$ cat src/rtl/tran_rec_pkg.sv
// tran_rec_pkg: shared types and line constants for the ARQ transmitter.
// Holds FSM state enum, line bit levels and the character framer.
package tran_rec_pkg;

  typedef enum logic [2:0] {
    IDLE,
    LOAD,
    SEND,
    WAIT_ACK,
    DONE
  } state_t;

  localparam logic LINE_IDLE = 1'b1;
  localparam logic START_BIT = 1'b0;
  localparam logic STOP_BIT  = 1'b1;

  localparam int BITS_PER_CHAR = 10;

  // Character as shifted out LSB first: start, data[0..7], stop.
  function automatic logic [BITS_PER_CHAR-1:0]
    frame_char(input logic [7:0] b);
    return {STOP_BIT, b, START_BIT};
  endfunction

endpackage

$ cat src/rtl/tran_rec_bit_serializer.sv
// tx_bit_serializer: shifts one framed character onto the line.
// Ports: i_clk, i_rst_n, i_start, i_byte -> o_line, o_char_done.
module tx_bit_serializer
  import tran_rec_pkg::*;
#(
  parameter int BIT_CYCLES = 868
) (
  input  logic       i_clk,
  input  logic       i_rst_n,
  input  logic       i_start,
  input  logic [7:0] i_byte,
  output logic       o_line,
  output logic       o_char_done
);

  localparam int CW =
    (BIT_CYCLES > 1) ? $clog2(BIT_CYCLES) : 1;
  localparam logic [CW-1:0] CYC_LAST =
    CW'(BIT_CYCLES - 1);
  localparam logic [3:0] BIT_LAST =
    4'(BITS_PER_CHAR - 1);

  logic                     r_active;
  logic [CW-1:0]            r_cyc;
  logic [3:0]               r_bit;
  logic [BITS_PER_CHAR-1:0] r_shift;
  logic                     w_bit_end;

  assign w_bit_end = r_active && (r_cyc == CYC_LAST);
  assign o_char_done = w_bit_end && (r_bit == BIT_LAST);
  // Line is combinational from state so reset idles it at once.
  assign o_line = r_active ? r_shift[0] : LINE_IDLE;

  // A start in the char_done cycle reloads with no gap.
  always_ff @(posedge i_clk or negedge i_rst_n) begin
    if (!i_rst_n) begin
      r_active <= 1'b0;
      r_cyc    <= '0;
      r_bit    <= '0;
      r_shift  <= {BITS_PER_CHAR{LINE_IDLE}};
    end else if (i_start) begin
      r_active <= 1'b1;
      r_cyc    <= '0;
      r_bit    <= '0;
      r_shift  <= frame_char(i_byte);
    end else if (r_active) begin
      if (w_bit_end) begin
        r_cyc <= '0;
        if (r_bit == BIT_LAST) begin
          r_active <= 1'b0;
        end else begin
          r_bit   <= r_bit + 4'd1;
          r_shift <= {LINE_IDLE,
                      r_shift[BITS_PER_CHAR-1:1]};
        end
      end else begin
        r_cyc <= r_cyc + 1'b1;
      end
    end
  end

endmodule

$ cat src/rtl/tran_rec.sv
// tran_rec: buffers one frame, serializes it, waits for ACK and retries.
// Ports: frame in (data/valid/last/ready), i_arq_en, line out, ACK in, status pulses.
module tran_rec
  import tran_rec_pkg::*;
#(
  parameter int FRAME_BYTES = 64,
  parameter int BIT_CYCLES  = 868,
  parameter int ACK_TIMEOUT = 2000000,
  parameter int MAX_RETRIES = 3
) (
  input  logic       i_clk,
  input  logic       i_rst_n,
  input  logic [7:0] i_frame_data,
  input  logic       i_frame_data_valid,
  input  logic       i_frame_data_last,
  output logic       o_frame_data_ready,
  input  logic       i_arq_en,
  output logic       o_otn_tx_data,
  input  logic       i_otn_rx_ack,
  output logic       o_frame_done,
  output logic       o_frame_drop,
  output logic       o_retx,
  output logic [1:0] o_retry_cnt,
  output logic       o_busy
);

  localparam int AW = $clog2(FRAME_BYTES);
  localparam int TW = $clog2(ACK_TIMEOUT);
  localparam logic [AW-1:0] ADDR_LAST =
    AW'(FRAME_BYTES - 1);
  localparam logic [TW-1:0] TO_LAST =
    TW'(ACK_TIMEOUT - 1);
  localparam logic [1:0] RETRY_MAX =
    2'(MAX_RETRIES);

  logic          r_rst_meta;
  logic          r_rst_sync;
  logic          w_rst_n;

  state_t        r_state;
  state_t        w_state_nxt;

  logic [7:0]    r_buf [FRAME_BYTES];
  logic [AW-1:0] r_wr_addr;
  logic [AW-1:0] r_last_addr;
  logic [AW-1:0] r_rd_addr;
  logic [AW-1:0] w_rd_addr;
  logic [7:0]    w_ser_byte;

  logic          r_arq;
  logic          r_drop;
  logic [1:0]    r_retry;
  logic [TW-1:0] r_to_cnt;

  logic          r_ack_s1;
  logic          r_ack_s2;
  logic          r_ack_s3;
  logic          w_ack_edge;

  logic          w_accept;
  logic          w_final;
  logic          w_timeout;
  logic          w_ser_start;
  logic          w_char_done;
  logic          w_retx;
  logic          w_set_drop;

  // Async assert, release aligned to i_clk.
  always_ff @(posedge i_clk or negedge i_rst_n) begin
    if (!i_rst_n) begin
      r_rst_meta <= 1'b0;
      r_rst_sync <= 1'b0;
    end else begin
      r_rst_meta <= 1'b1;
      r_rst_sync <= r_rst_meta;
    end
  end

  assign w_rst_n = r_rst_sync;

  always_ff @(posedge i_clk or negedge w_rst_n) begin
    if (!w_rst_n) begin
      r_ack_s1 <= 1'b0;
      r_ack_s2 <= 1'b0;
      r_ack_s3 <= 1'b0;
    end else begin
      r_ack_s1 <= i_otn_rx_ack;
      r_ack_s2 <= r_ack_s1;
      r_ack_s3 <= r_ack_s2;
    end
  end

  assign w_ack_edge = r_ack_s2 && !r_ack_s3;

  assign w_accept = i_frame_data_valid &&
                    o_frame_data_ready;
  assign w_final  = w_accept &&
                    (i_frame_data_last ||
                     (r_wr_addr == ADDR_LAST));
  assign w_timeout = (r_state == WAIT_ACK) &&
                     (r_to_cnt == TO_LAST);

  // Single-byte frame starts from the input bypass.
  assign w_ser_byte = (r_state == IDLE) ?
                      i_frame_data : r_buf[w_rd_addr];

  always_ff @(posedge i_clk) begin
    if (w_accept) begin
      r_buf[r_wr_addr] <= i_frame_data;
    end
  end

  always_ff @(posedge i_clk or negedge w_rst_n) begin
    if (!w_rst_n) begin
      r_state <= IDLE;
    end else begin
      r_state <= w_state_nxt;
    end
  end

  always_comb begin
    w_state_nxt        = r_state;
    w_ser_start        = 1'b0;
    w_rd_addr          = '0;
    w_retx             = 1'b0;
    w_set_drop         = 1'b0;
    o_frame_data_ready = 1'b0;
    o_busy             = 1'b1;
    o_frame_done       = 1'b0;
    o_frame_drop       = 1'b0;
    unique case (r_state)
      IDLE: begin
        o_frame_data_ready = 1'b1;
        o_busy             = 1'b0;
        if (w_final) begin
          w_state_nxt = SEND;
          w_ser_start = 1'b1;
        end else if (w_accept) begin
          w_state_nxt = LOAD;
        end
      end
      LOAD: begin
        o_frame_data_ready = 1'b1;
        o_busy             = 1'b0;
        if (w_final) begin
          w_state_nxt = SEND;
          w_ser_start = 1'b1;
        end
      end
      SEND: begin
        if (w_char_done) begin
          if (r_rd_addr == r_last_addr) begin
            w_state_nxt = r_arq ? WAIT_ACK : DONE;
          end else begin
            w_ser_start = 1'b1;
            w_rd_addr   = r_rd_addr + 1'b1;
          end
        end
      end
      WAIT_ACK: begin
        // ACK beats a simultaneous timeout.
        if (w_ack_edge) begin
          w_state_nxt = DONE;
        end else if (w_timeout) begin
          if (r_retry < RETRY_MAX) begin
            w_state_nxt = SEND;
            w_ser_start = 1'b1;
            w_retx      = 1'b1;
          end else begin
            w_state_nxt = DONE;
            w_set_drop  = 1'b1;
          end
        end
      end
      DONE: begin
        w_state_nxt  = IDLE;
        o_frame_done = !r_drop;
        o_frame_drop = r_drop;
      end
      default: begin
        w_state_nxt = IDLE;
      end
    endcase
  end

  always_ff @(posedge i_clk or negedge w_rst_n) begin
    if (!w_rst_n) begin
      r_wr_addr   <= '0;
      r_last_addr <= '0;
      r_rd_addr   <= '0;
      r_arq       <= 1'b0;
      r_drop      <= 1'b0;
      r_retry     <= '0;
      r_to_cnt    <= '0;
    end else begin
      if (w_accept) begin
        r_wr_addr <= w_final ? '0 : r_wr_addr + 1'b1;
      end
      if (w_final) begin
        r_last_addr <= r_wr_addr;
      end
      if (w_accept && (r_state == IDLE)) begin
        r_arq   <= i_arq_en;
        r_retry <= '0;
        r_drop  <= 1'b0;
      end
      if (w_ser_start) begin
        r_rd_addr <= w_rd_addr;
      end
      if (w_retx) begin
        r_retry <= r_retry + 2'd1;
      end
      if (w_set_drop) begin
        r_drop <= 1'b1;
      end
      // Zero outside WAIT_ACK, so each wait starts at 0.
      if ((r_state == WAIT_ACK) && !w_timeout) begin
        r_to_cnt <= r_to_cnt + 1'b1;
      end else begin
        r_to_cnt <= '0;
      end
    end
  end

  assign o_retx      = w_retx;
  assign o_retry_cnt = r_retry;

  tx_bit_serializer #(
    .BIT_CYCLES (BIT_CYCLES)
  ) u_ser (
    .i_clk       (i_clk),
    .i_rst_n     (w_rst_n),
    .i_start     (w_ser_start),
    .i_byte      (w_ser_byte),
    .o_line      (o_otn_tx_data),
    .o_char_done (w_char_done)
  );

endmodule

$ cat config.mk
export PLATFORM = sky130hd
export DESIGN_NAME = tran_rec
export DESIGN_NICKNAME = d
export VERILOG_FILES = /design/src/rtl/tran_rec_pkg.sv /design/src/rtl/tran_rec_bit_serializer.sv /design/src/rtl/tran_rec.sv
export SDC_FILE = /design/constraint.sdc
export NUM_CORES = 1
export LEC_CHECK = 0
export ABC_AREA = 1
export CORE_MARGIN = 5
export CORE_UTILIZATION = 39
export CTS_BUF_LIST = sky130_fd_sc_hd__clkbuf_2 sky130_fd_sc_hd__clkbuf_4 sky130_fd_sc_hd__clkbuf_8
export CTS_CLUSTER_SIZE = 24
export DETAILED_ROUTE_END_ITERATION = 10
export GPL_TIMING_DRIVEN = 0
export HOLD_SLACK_MARGIN = 0.05
export PLACE_DENSITY_LB_ADDON = 0.3
export SETUP_SLACK_MARGIN = 0.2
export SYNTH_ARGS = -nofsm -noshare
export SYNTH_HDL_FRONTEND = slang
export SYNTH_SLANG_ARGS = --single-unit
$ cat constraint.sdc
create_clock -name i_clk -period 6.7 [get_ports i_clk]
set_clock_uncertainty 0.1 [all_clocks]
set_input_delay 1.675 -clock i_clk [delete_from_list [all_inputs] [get_ports i_clk]]
set_output_delay 1.675 -clock i_clk [all_outputs]
set_load 0.02 [all_outputs]
==> results of run 1 <==
==> routing by layer <==
metal / global-route usage / wire length, um / vias up
met5: 0 / 0 / -
met4: 0.102 / 3990 / 0
met3: 0.0466 / 7940 / 231
met2: 0.363 / 38100 / 1000
met1: 0.324 / 35000 / 9412
li1: - / - / 8818
==> logic make-up (layout without fill, tap and decap cells) <==
group	after synthesis	after routing	synth area share
and+or+nand+nor	1293	1293	0.216
DFF	587	587	0.664
buffers and inverters	572	777	0.0859
AOI/OAI and AO/OA	131	131	0.0278
adders and majority gates	7	7	0.00337
xor gates and xnor gates	7	7	0.00236
other	1	2	0.000144
muxes	1	1	0.000385
==> cell usage in the layout, fill, tap and decap left out, drive strengths merged, types with 35 or more instances in the layout <==
cell type | netlist | final
dfrtp | 66 | 66
edfxtp | 512 | 512
clkbuf | 49 | 190
clkinv | 3 | 37
nor2 | 275 | 275
a21oi | 35 | 35
nand3 | 466 | 466
nand2 | 500 | 500
buf | 67 | 80
inv | 453 | 457
o21ai | 71 | 71
==> worst reg2reg max path, cell delays in order (launching register included) <==
cell                      delay (ns)
sky130_fd_sc_hd__dfrtp_1        0.41
sky130_fd_sc_hd__nor2_1         0.18
sky130_fd_sc_hd__inv_2          0.12
sky130_fd_sc_hd__nor2_1         0.10
sky130_fd_sc_hd__inv_1          0.07
sky130_fd_sc_hd__nand2_1        0.12
sky130_fd_sc_hd__inv_1          0.10
sky130_fd_sc_hd__nor2_2         0.35
sky130_fd_sc_hd__inv_2          0.14
sky130_fd_sc_hd__nor2_1         0.30
sky130_fd_sc_hd__nand3_1        0.75
sky130_fd_sc_hd__nor2_1         1.26
==> power by group through the flow <==
stage | clock, uW | sequential (uW) | combinational (uW)
floorplan | 0 | 4270 | 467
global placement | 0 | 4300 | 737
detailed placement | 0 | 4290 | 769
CTS | 3170 | 4220 | 772
global route | 3340 | 4240 | 860
finish | 3140 | 4220 | 780
==> cell type report <==
cell class | count | area (um^2)
Antenna cell | 1 | 2.50
Timing Repair Buffer | 26 | 270
Fill cell | 6220 | 36700
Inverter | 456 | 1710
Multi-Input combinational cell | 1440 | 6500
Tap cell | 864 | 1080
Clock inverter | 38 | 211
Sequential cell | 587 | 17300
Buffer | 116 | 520
Clock buffer | 141 | 1700
==> per-stage QoR <==
step	instance area [um^2]	total power, uW	utilization
final	29300	8140	0.444
after global routing	29300	8430	0.444
after CTS	29300	8170	0.444
after detailed placement	27400	5060	0.415
after global placement	27300	5040	0.414
after floorplan	26000	4740	-
==> sequential cells by signal, indices dropped and copies added (netlist names) <==
name,cells
u_ser.r_cyc,10
u_ser.r_bit,4
r_ack_s1,1
r_last_addr,6
r_ack_s3,1
r_buf,512
u_ser.r_active,1
r_rd_addr,6
r_state,3
r_rst_meta,1
o_retry_cnt,2
r_drop,1
u_ser.r_shift,9
r_to_cnt,21
r_ack_s2,1
r_arq,1
r_rst_sync,1
r_wr_addr,6
==> path summary, 6_finish.rpt <==
kind / end / slack [ns] / cells past startpoint
min in group i_clk: r_ack_s2 / 0.27 / 0
hold / removal: r_rd_addr[1] / 0.19 / 0
setup / recovery: o_retx / 1.84 / 9
hold reg to reg: r_rd_addr[1] / 0.19 / 0
setup reg to reg: r_buf[63][6] / 2.32 / 11
max in group asynchronous: r_rst_sync / 5.34 / 1
==> Yosys cell counts, types with 5 or more instances <==
cell type                   instances  area, um^2
sky130_fd_sc_hd__a21oi_1           35         175
sky130_fd_sc_hd__xor2_1             7        61.3
sky130_fd_sc_hd__nand2_1          499        1870
sky130_fd_sc_hd__dfrtp_1           66        1650
sky130_fd_sc_hd__edfxtp_1         512       15400
sky130_fd_sc_hd__o22ai_1            5        31.3
sky130_fd_sc_hd__o2111ai_1          8        70.1
sky130_fd_sc_hd__ha_1               7        87.6
sky130_fd_sc_hd__inv_1            449        1690
sky130_fd_sc_hd__dfstp_2            9         236
sky130_fd_sc_hd__or2_2              9        56.3
sky130_fd_sc_hd__clkbuf_1          49         184
sky130_fd_sc_hd__nand4_1           12        75.1
sky130_fd_sc_hd__o21ai_0           71         355
sky130_fd_sc_hd__nand3_1          465        2330
sky130_fd_sc_hd__nor2_1           269        1010
sky130_fd_sc_hd__buf_2             62         310
sky130_fd_sc_hd__nor3_1            19        95.1
==> summary.json, run 1 <==
{
  "worst_ir_drop_vdd_mv": 0.149,
  "cts.htree.levels": 3,
  "routed_via_density": 5.30,
  "preCtsSetupSlack_ns": 1.35,
  "status": "finished clean",
  "core_um2": 66000,
  "setup_slack_ns": 1.84,
  "final_max_slew_violation_count": 0,
  "synth_async_sr_flop_share": 0.128,
  "initial_utilization": 0.394,
  "cts_root_buf": "sky130_fd_sc_hd__clkbuf_8",
  "share_seq_of_total_power": 0.518,
  "cts-buffers-inserted": 98,
  "num_rows": 94,
  "path_buf_inv": 2,
  "power.share.combinational": 0.096,
  "finalHoldViolations": 0,
  "dp_hpwl_um": 57500,
  "vias": 19500,
  "worst_ep_required_time_ns": 4.93,
  "hold_buffers": 0,
  "timing.hold.worst.class": "reg -> async",
  "layout-drive-gt1-share": 0.0942,
  "area_growth_pct": 12.6,
  "post_layout_nonfiller_instances": 3669,
  "startpoint": "r_to_cnt[0]",
  "dp_cells": 3489,
  "hold_slack_ns": 0.187,
  "fp.dieArea_um2": 71900,
  "path_delay_family": "simple AND/OR/NAND/NOR gates",
  "synth.yosys.seq_area_share": 0.664,
  "grt_pass1_wl_um": 123000,
  "syn-instance-count": 2599,
  "worst_r2r_startpoint": "r_state[0]",
  "syn-num-nets": 2620,
  "first_global_vias": 18800,
  "timing.setup.tns_ns": 0,
  "most_frequent_cell_on_the_critical_path": "sky130_fd_sc_hd__nor2_1",
  "worst_slew_pin_slew_ns": 1.45,
  "clock_power_share": 0.386,
  "distinct_cells_synth": 41,
  "cts_repair_resize_count": 0,
  "critical-path-max-stage-delay_ns": 0.71,
  "die_width_um": 268,
  "netlist_area_um2": 26000,
  "clock_tree.buffer_depth": 3,
  "ant_nets": 0,
  "drc_errors": 0,
  "final_cycle_utilization_of_the_critical_path": 0.726,
  "crit_chain": "ha_1 -> nand2_1 -> nor2_1 -> inv_1 -> nor2_1 -> and3_1 -> nand2_1 -> nor2_1 -> clkdlybuf4s50_1",
  "swShare": 0.266,
  "critPathLaunchType": "flip-flop",
  "postSynthRegisterBits": 587,
  "portBuffers": 21,
  "clock_tree_from_tritoncts": "done",
  "dominantRegCellSynth": "sky130_fd_sc_hd__edfxtp_1",
  "critical_path.max_fanout": 4,
  "synth_edf_count": 512,
  "globalplace.congestion": 0.994,
  "worst_slew_margin_rel": 0.0278,
  "unrepaired_setup_endpoints_after_global_routing": "false",
  "synth.avg_cell_area_um2": 10.0,
  "ports_placed_on_the_boundary": 22,
  "globalRoute.totalOverflow": 0,
  "p_int_uw": 5980,
  "routed_wirelength_um": 85000,
  "timing.final.setup_violations": 0,
  "static-leakage-power_uw": 0.0121,
  "cts.repair_timing.setup_buffer_count": 0,
  "critical-path-slowest-cell": "sky130_fd_sc_hd__clkdlybuf4s50_1",
  "netSwitchingPower_uw": 2160,
  "drt_first_pass_iters": 5,
  "clock.fmax_mhz": 206,
  "tritoncts_num_sinks": 587,
  "critPathCaptureType": "output pin",
  "grt_max_degree": 66,
  "die_h_um": 268,
  "route.detailed.wl_per_inst_um": 23.2,
  "final.min_clock_period_ns": 4.86,
  "global_route.usage.total": 0.235,
  "layout.nets": 2746,
  "number_of_antenna_violations_at_the_first_check_in_global_routing": 1,
  "worstPathArrival_ns": 3.09,
  "drtIter0Drc": 2544,
  "cts.clk_slew.worst_paths_ns": 0.07,
  "power_density_nw_per_um2": 278,
  "insertion_delay_ns": 0.74,
  "crit_type": "reg -> out",
  "synth-warning-count": 0,
  "drv.max_cap_violation_count": 0
}
No activity file was read; power rests on OpenSTA's default activity.
==> inputs of run 2 (changes only) <==
- clock period: 6.7 -> 4.2 ns (I/O delays scaled with it)
==> run 2 against run 1 <==
Sequential power up 60%. Cell count rose by 0.14%. Largest cell class unchanged. Hold slack better by 0.0017 ns. Via count rose by 0.39%. Flip-flop and latch count unchanged. Largest power group unchanged. Global-route usage about the same. First-iteration DRC count is 1.0% lower. Core utilization increased by 0.23 points. Sequential share of layout area fell by 0.31 points. Clock-buffer cell count did not move.
==> summary.json, run 2 (same netlist as run 1, synthesis figures left out) <==
{
  "critPathCaptureType": "flip-flop",
  "worstPathArrival": {"value": 4.47, "unit": "ns", "change": "+1.38 ns"},
  "worst_ir_drop_vdd": {"value": 0.243, "unit": "mV", "change": "+64%"},
  "crit_type": "reg -> reg",
  "crit-reg2reg-capture": "r_buf[15][7]",
  "grt_max_degree": {"value": 66, "change": "unchanged"},
  "drc_errors": {"value": 0, "change": "unchanged"},
  "final_cycle_utilization_of_the_critical_path": 0.984,
  "clock_tree_from_tritoncts": "done",
  "crit_cells": {"value": 12, "change": "+3"},
  "critical_path.max_fanout": {"value": 10, "change": "+6"},
  "layout-drive-gt1-share": {"value": 0.110, "change": "+0.0155"},
  "met2_usage": {"value": 0.363, "change": "about the same"},
  "initial_utilization": {"value": 0.394, "change": "unchanged"},
  "globalRouteMet1Util": {"value": 0.323, "change": "-0.000781"},
  "routed_wirelength": {"value": 85200, "unit": "um", "change": "+0.21%"},
  "dp_hpwl": {"value": 57500, "unit": "um", "change": "unchanged"},
  "crit_chain": "nor2_1 -> inv_2 -> nor2_1 -> inv_1 -> nand2_1 -> inv_1 -> nor2_2 -> inv_2 -> nor2_1 -> nand3_1 -> nor4_4 -> buf_4",
  "ant_nets": {"value": 0, "change": "unchanged"},
  "globalRoute.totalOverflow": {"value": 0, "change": "unchanged"},
  "most_frequent_cell_on_the_critical_path": "sky130_fd_sc_hd__nor2_1",
  "cts.clk_slew.worst_paths": {"value": 0.06, "unit": "ns", "change": "about the same"},
  "filler_cell_count": {"value": 6200, "change": "-0.32%"},
  "clock.fmax_mhz": 242,
  "fp.dieArea": {"value": 71900, "unit": "um^2", "change": "unchanged"},
  "num_rows": {"value": 94, "change": "unchanged"},
  "die_h": {"value": 268, "unit": "um", "change": "unchanged"},
  "hold_buffers": {"value": 0, "change": "unchanged"},
  "vias": {"value": 19500, "change": "+0.39%"},
  "clock_tree.buffer_depth": {"value": 3, "change": "unchanged"},
  "first_global_vias": {"value": 18800, "change": "+0.27%"},
  "drtIter0Drc": {"value": 2518, "change": "-1.0%"},
  "number_of_antenna_violations_at_the_first_check_in_global_routing": {"value": 0, "change": "-1"},
  "area_growth_pct": 13.2,
  "use_met3": {"value": 0.0488, "change": "+0.00220"},
  "finalHoldViolations": {"value": 0, "change": "unchanged"},
  "path_buf_inv": {"value": 5, "change": "+3"},
  "worst_r2r_path_depth": {"value": 12, "change": "+1"},
  "tritoncts_num_sinks": {"value": 587, "change": "unchanged"},
  "power_density": {"value": 442, "unit": "nW/um^2", "change": "+59%"},
  "critical-path-max-stage-delay": {"value": 0.81, "unit": "ns", "change": "+0.10 ns"},
  "route.detailed.wl_per_inst": {"value": 23.2, "unit": "um", "change": "about the same"},
  "timing.final.setup_violations": {"value": 0, "change": "unchanged"},
  "grt_pass1_wl": {"value": 123000, "unit": "um", "change": "+0.13%"},
  "final_max_slew_violation_count": {"value": 0, "change": "unchanged"},
  "global_route.usage.total": {"value": 0.235, "change": "+0.000236"},
  "timing.setup.tns": {"value": 0, "unit": "ns", "change": "unchanged"},
  "final.min_clock_period_ns": 4.13,
  "globalplace.congestion": {"value": 0.994, "change": "unchanged"},
  "routed_via_density": {"value": 5.32, "change": "+0.25%"},
  "portBuffers": {"value": 21, "change": "unchanged"},
  "path_delay_family": "simple AND/OR/NAND/NOR gates",
  "cts-buffers-inserted": {"value": 98, "change": "unchanged"},
  "r2r_setup_slack": {"value": 0.07, "unit": "ns", "change": "-2.25 ns"},
  "die_width": {"value": 268, "unit": "um", "change": "unchanged"},
  "worst_ep_required_time": {"value": 4.53, "unit": "ns", "change": "-0.40 ns"},
  "critical-path-slowest-cell": "sky130_fd_sc_hd__nand3_1",
  "total_power": {"value": 13000, "unit": "uW", "change": "+60%"},
  "worst_slew_margin_rel": {"value": 0.180, "change": "+0.152"},
  "final_common_cell": "sky130_fd_sc_hd__edfxtp_1",
  "timing.hold.worst.class": "reg -> async",
  "unrepaired_setup_endpoints_after_global_routing": "true",
  "drv.max_cap_violation_count": {"value": 0, "change": "unchanged"},
  "worst_slew_pin_slew": {"value": 1.23, "unit": "ns", "change": "-0.220 ns"},
  "layout_top_registers": "r_buf x512, r_to_cnt x21, u_ser.r_cyc x10",
  "num_antenna_cells": {"value": 0, "change": "-1"},
  "critPathLaunchType": "flip-flop",
  "worst_r2r_startpoint": "r_state[0]",
  "insertion_delay": {"value": 0.75, "unit": "ns", "change": "about the same"},
  "cts.htree.levels": {"value": 3, "change": "unchanged"},
  "core": {"value": 66000, "unit": "um^2", "change": "unchanged"},
  "layout.nets": {"value": 2752, "change": "+0.22%"},
  "static-leakage-power": {"value": 0.0122, "unit": "uW", "change": "+0.72%"},
  "largest_register": "r_buf",
  "drt_first_pass_iters": {"value": 6, "change": "+1"},
  "cts_root_buf": "sky130_fd_sc_hd__clkbuf_8",
  "layout_common_cells": "sky130_fd_sc_hd__edfxtp_1 (512), sky130_fd_sc_hd__nand2_1 (499), sky130_fd_sc_hd__nand3_1 (465)",
  "ports_placed_on_the_boundary": {"value": 22, "change": "unchanged"},
  "flip_flop_count_of_the_largest_register_all_copies_and_words_added": {"value": 512, "change": "unchanged"},
  "status": "finished clean",
  "layer_with_the_highest_usage_after_global_routing": "met2"
}
run 2: cell types whose count changed in the layout (fill, tap and decap cells not counted), sizes merged:
cell	previous run	this run
buf	80	84
dlymetal6s2s	0	1
clkbuf	190	192
diode	1	0
clkdlybuf4s50	13	12
run 2: final cells by class:
type                            instances  area, um^2  share of cell area
Sequential cell                       587       17300               0.587
Multi-Input combinational cell       1440        6580               0.224
Inverter                              456        1710              0.0582
Clock buffer                          141        1700              0.0579
Tap cell                              864        1080              0.0367
Buffer                                116         542              0.0184
Timing Repair Buffer                   32         330              0.0112
Clock inverter                         38         211             0.00719
run 2: routing by layer:
metal,up-vias,share of wire
met4,0,0.050
met3,251,0.097
met2,1044,0.44
li1,8830,-
met5,-,0
met1,9412,0.41
run 2: worst max-delay path by stage:
stage	slack [ns]	from	endpoint
finish	0.07	r_state[0]	r_buf[15][7]
global route	-0.009	r_state[0]	r_buf[15][1]
CTS	0.04	r_to_cnt[0]	o_retx
detailed placement	-0.52	i_frame_data_valid	r_buf[63][6]
global placement	-1.81	i_frame_data_valid	r_buf[15][7]
floorplan	0.86	r_state[0]	r_buf[15][0]
run 2: power by group:
group	switching, uW	internal (uW)
Combinational	933	327
Clock	2390	2620
Sequential	148	6590
Total	3470	9540
run 2: per-stage QoR:
step / hold WS (ns) / setup WS [ns] / utilization / instances / instance area (um^2)
after floorplan: 0.231 / 0.863 / - / 2599 / 26000
after global placement: 0.243 / -1.81 / 0.414 / 3484 / 27300
after detailed placement: 0.219 / -0.525 / 0.415 / 3489 / 27400
after CTS: 0.217 / 0.0426 / 0.444 / 3671 / 29300
after global routing: 0.237 / -0.00915 / 0.446 / 3674 / 29400
final: 0.189 / 0.0672 / 0.446 / 3674 / 29400
run 2: worst register-to-register path: cells and delay by family, from the launching register on:
kind | cells | cell delay [ns]
buffers and inverters | 5 | 0.73
and+or+nand+nor | 7 | 2.61
DFF | 1 | 0.42
run 2: repair_timing:
| action | 4_1_cts | 5_1_grt |
|---|---|---|
| pin swaps | 1 | 2 |
| resized for setup | 8 | 48 |
| setup endpoints to repair | 38 | 171 |
| setup buffers | 3 | 3 |
==> inputs of run 3 (changes only) <==
- clock period: 4.2 -> 4.6 ns (I/O delays scaled with it)
==> run 3 against run 2 <==
Register-to-register slack better by 0.19 ns. Hold slack better by 0.0050 ns. Sequential share of layout area up 0.29 points. First-iteration DRC count up 2.7%. Critical path type unchanged.
==> summary.json, run 3 (same netlist as run 1, synthesis figures left out) <==
{
  "critical_path.max_fanout": {"value": 10, "change": "unchanged"},
  "core": {"value": 66000, "unit": "um^2", "change": "unchanged"},
  "timing.final.setup_violations": {"value": 0, "change": "unchanged"},
  "p_int": {"value": 8710, "unit": "uW", "change": "-8.7%"},
  "final_max_slew_violation_count": {"value": 0, "change": "unchanged"},
  "clock.fmax": {"value": 230, "unit": "MHz", "change": "-4.8%"},
  "critPathCaptureType": "flip-flop",
  "hold_slack": {"value": 0.194, "unit": "ns", "change": "+0.00498 ns"},
  "drt_first_pass_iters": {"value": 6, "change": "unchanged"},
  "power_density": {"value": 405, "unit": "nW/um^2", "change": "-8.4%"},
  "route.met3.wl": {"value": 8370, "unit": "um", "change": "+1.5%"},
  "tritoncts_num_sinks": {"value": 587, "change": "unchanged"},
  "power.share.combinational": {"value": 0.096, "change": "about the same"},
  "highest-signal-layer": "met4",
  "layout_common_cells": "sky130_fd_sc_hd__edfxtp_1 (512), sky130_fd_sc_hd__nand2_1 (499), sky130_fd_sc_hd__nand3_1 (465)",
  "drtIter0Drc": {"value": 2586, "change": "+2.7%"},
  "ports_placed_on_the_boundary": {"value": 22, "change": "unchanged"},
  "portBuffers": {"value": 21, "change": "unchanged"},
  "routed_wirelength": {"value": 85000, "unit": "um", "change": "-0.22%"},
  "cts.repair_timing.setup_buffer_count": {"value": 0, "change": "-3"},
  "total_power": {"value": 11900, "unit": "uW", "change": "-8.9%"},
  "grt_max_degree": {"value": 66, "change": "unchanged"},
  "path_delay_family": "simple AND/OR/NAND/NOR gates",
  "route.detailed.wl_per_inst": {"value": 23.2, "unit": "um", "change": "-0.11%"},
  "timing.hold.worst.class": "reg -> async",
  "number_of_antenna_violations_at_the_first_check_in_global_routing": {"value": 1, "change": "+1"},
  "cts.clk_slew.worst_paths": {"value": 0.07, "unit": "ns", "change": "about the same"},
  "critical-path-slowest-cell": "sky130_fd_sc_hd__nor2_1",
  "cts_root_buf": "sky130_fd_sc_hd__clkbuf_8",
  "path_buf_inv": {"value": 4, "change": "-1"},
  "routedLengthMet1": {"value": 34400, "unit": "um", "change": "-1.1%"},
  "worst_slew_pin_slew": {"value": 1.41, "unit": "ns", "change": "+0.187 ns"},
  "die_width": {"value": 268, "unit": "um", "change": "unchanged"},
  "dp_hpwl": {"value": 57500, "unit": "um", "change": "unchanged"},
  "first_global_vias": {"value": 18800, "change": "-0.27%"},
  "flip_flop_count_of_the_largest_register_all_copies_and_words_added": {"value": 512, "change": "unchanged"},
  "most_frequent_cell_on_the_critical_path": "sky130_fd_sc_hd__nor2_1",
  "worstPathArrival": {"value": 4.58, "unit": "ns", "change": "+0.11 ns"},
  "drc_errors": {"value": 0, "change": "unchanged"},
  "worst_ep_required_time": {"value": 4.84, "unit": "ns", "change": "+0.31 ns"},
  "largest_register": "r_buf",
  "vias": {"value": 19500, "change": "-0.25%"},
  "netSwitchingPower": {"value": 3140, "unit": "uW", "change": "-9.4%"},
  "routed_via_density": {"value": 5.31, "change": "-0.14%"},
  "layout_top_registers": "r_buf x512, r_to_cnt x21, u_ser.r_cyc x10",
  "cts.htree.levels": {"value": 3, "change": "unchanged"},
  "ant_nets": {"value": 0, "change": "unchanged"},
  "post_layout_nonfiller_instances": {"value": 3670, "change": "-0.11%"},
  "finalHoldViolations": {"value": 0, "change": "unchanged"},
  "crit_type": "reg -> reg",
  "final_common_cell": "sky130_fd_sc_hd__edfxtp_1",
  "initial_utilization": {"value": 0.394, "change": "unchanged"},
  "dp_cells": {"value": 3489, "change": "unchanged"},
  "met2RoutedLength": {"value": 38200, "unit": "um", "change": "+0.88%"},
  "insertion_delay": {"value": 0.75, "unit": "ns", "change": "about the same"},
  "place_area": {"value": 27400, "unit": "um^2", "change": "unchanged"},
  "cts-buffers-inserted": {"value": 98, "change": "unchanged"},
  "drv.max_cap_violation_count": {"value": 0, "change": "unchanged"},
  "worst_slew_margin_rel": {"value": 0.0504, "change": "-0.130"},
  "unrepaired_setup_endpoints_after_global_routing": "true",
  "critical-path-max-stage-delay": {"value": 1.25, "unit": "ns", "change": "+0.44 ns"},
  "worst_ir_drop_vdd": {"value": 0.219, "unit": "mV", "change": "-10%"},
  "global_route.usage.total": {"value": 0.235, "change": "-0.000236"},
  "fp.dieArea": {"value": 71900, "unit": "um^2", "change": "unchanged"},
  "final.min_clock_period": {"value": 4.34, "unit": "ns", "change": "+0.206 ns"},
  "layout-drive-gt1-share": {"value": 0.0952, "change": "-0.0144"},
  "clock_tree_from_tritoncts": "done",
  "final_cycle_utilization_of_the_critical_path": {"value": 0.943, "change": "-0.0407"},
  "design_area": {"value": 29300, "unit": "um^2", "change": "-0.50%"},
  "globalplace.congestion": {"value": 0.994, "change": "unchanged"},
  "swShare": {"value": 0.265, "change": "-0.00151"},
  "status": "finished clean",
  "layout.nets": {"value": 2746, "change": "-0.22%"},
  "area_growth_pct": 12.6,
  "globalRoute.totalOverflow": {"value": 0, "change": "unchanged"},
  "crit_chain": "nor2_1 -> inv_2 -> nor2_1 -> inv_1 -> nand2_1 -> inv_1 -> nor2_2 -> inv_2 -> nor2_1 -> nand3_1 -> nor2_1",
  "num_rows": {"value": 94, "change": "unchanged"},
  "share_seq_of_total_power": {"value": 0.519, "change": "about the same"},
  "die_h": {"value": 268, "unit": "um", "change": "unchanged"},
  "clock_power_share": {"value": 0.385, "change": "about the same"},
  "clock_tree.buffer_depth": {"value": 3, "change": "unchanged"},
  "critPathLaunchType": "flip-flop",
  "grt_pass1_wl": {"value": 123000, "unit": "um", "change": "-0.13%"},
  "static-leakage-power": {"value": 0.0121, "unit": "uW", "change": "-0.67%"}
}
-- run 3: cell count changes in the layout (fill, tap and decap cells not counted) --
cell / before / now
sky130_fd_sc_hd__buf_1: 2 / 3
sky130_fd_sc_hd__buf_12: 5 / 4
sky130_fd_sc_hd__buf_4: 11 / 6
sky130_fd_sc_hd__clkbuf_1: 36 / 48
sky130_fd_sc_hd__clkbuf_2: 14 / 2
sky130_fd_sc_hd__clkbuf_4: 39 / 38
sky130_fd_sc_hd__clkdlybuf4s50_1: 12 / 13
sky130_fd_sc_hd__diode_2: 0 / 2
sky130_fd_sc_hd__dlymetal6s2s_1: 1 / 0
sky130_fd_sc_hd__nor2_1: 246 / 268
sky130_fd_sc_hd__nor2_2: 27 / 5
sky130_fd_sc_hd__nor4_2: 0 / 2
sky130_fd_sc_hd__nor4_4: 2 / 0
-- run 3: final timing paths --
| path | end | startpoint | depth (start not counted) | slack (ns) |
|---|---|---|---|---|
| setup / recovery | r_buf[63][6] | r_state[0] | 11 | 0.26 |
| hold / removal | r_rd_addr[1] | r_rst_sync | 0 | 0.19 |
| setup reg to reg | r_buf[63][6] | r_state[0] | 11 | 0.26 |
| hold reg to reg | r_rd_addr[1] | r_rst_sync | 0 | 0.19 |
| max in group asynchronous | r_to_cnt[7] | r_rst_sync | 1 | 3.64 |
| min in group i_clk | r_ack_s2 | r_ack_s1 | 0 | 0.27 |
-- run 3: what timing repair did --
item / CTS / global route
hold buffers: 0 / 0
setup endpoints to repair: 0 / 5
resized for setup: 0 / 4
-- run 3: layer usage --
metal,global-route usage,vias up
li1,-,8812
met1,0.324,9353
met2,0.363,1083
met3,0.0466,241
met4,0.102,0
met5,0,-
-- run 3: cell type report --
cell class,count,area [um^2]
Sequential cell,587,17300
Buffer,116,523
Clock inverter,38,211
Inverter,456,1710
Clock buffer,141,1700
Multi-Input combinational cell,1440,6510
Tap cell,864,1080
Fill cell,6220,36700
Antenna cell,2,5.00
Timing Repair Buffer,26,270
-- run 3: worst reg2reg max path: stages (launching register included) --
cell	delay, ns
sky130_fd_sc_hd__dfrtp_1	0.42
sky130_fd_sc_hd__nor2_1	0.18
sky130_fd_sc_hd__inv_2	0.12
sky130_fd_sc_hd__nor2_1	0.10
sky130_fd_sc_hd__inv_1	0.07
sky130_fd_sc_hd__nand2_1	0.12
sky130_fd_sc_hd__inv_1	0.10
sky130_fd_sc_hd__nor2_2	0.34
sky130_fd_sc_hd__inv_2	0.13
sky130_fd_sc_hd__nor2_1	0.28
sky130_fd_sc_hd__nand3_1	0.74
sky130_fd_sc_hd__nor2_1	1.25
-- run 3: per-stage QoR --
| stage | util | setup slack, ns | setup TNS, ns |
|---|---|---|---|
| 6_report | 0.444 | 0.261 | 0 |
| 5_1_grt | 0.444 | 0.160 | 0 |
| 4_1_cts | 0.444 | 0.215 | 0 |
| 3_5_place_dp | 0.415 | -0.225 | -5.30 |
| 3_3_place_gp | 0.414 | -1.51 | -15.58 |
| 2_1_floorplan | - | 1.22 | 0 |
-- run 3: power by group through the flow --
stage                     Sequential (uW)  Clock [uW]  Combinational, uW
after floorplan                      6220           0                680
after global placement               6270           0               1070
after detailed placement             6260           0               1120
after CTS                            6150        4620               1120
after global routing                 6170        4860               1250
final                                6150        4570               1130
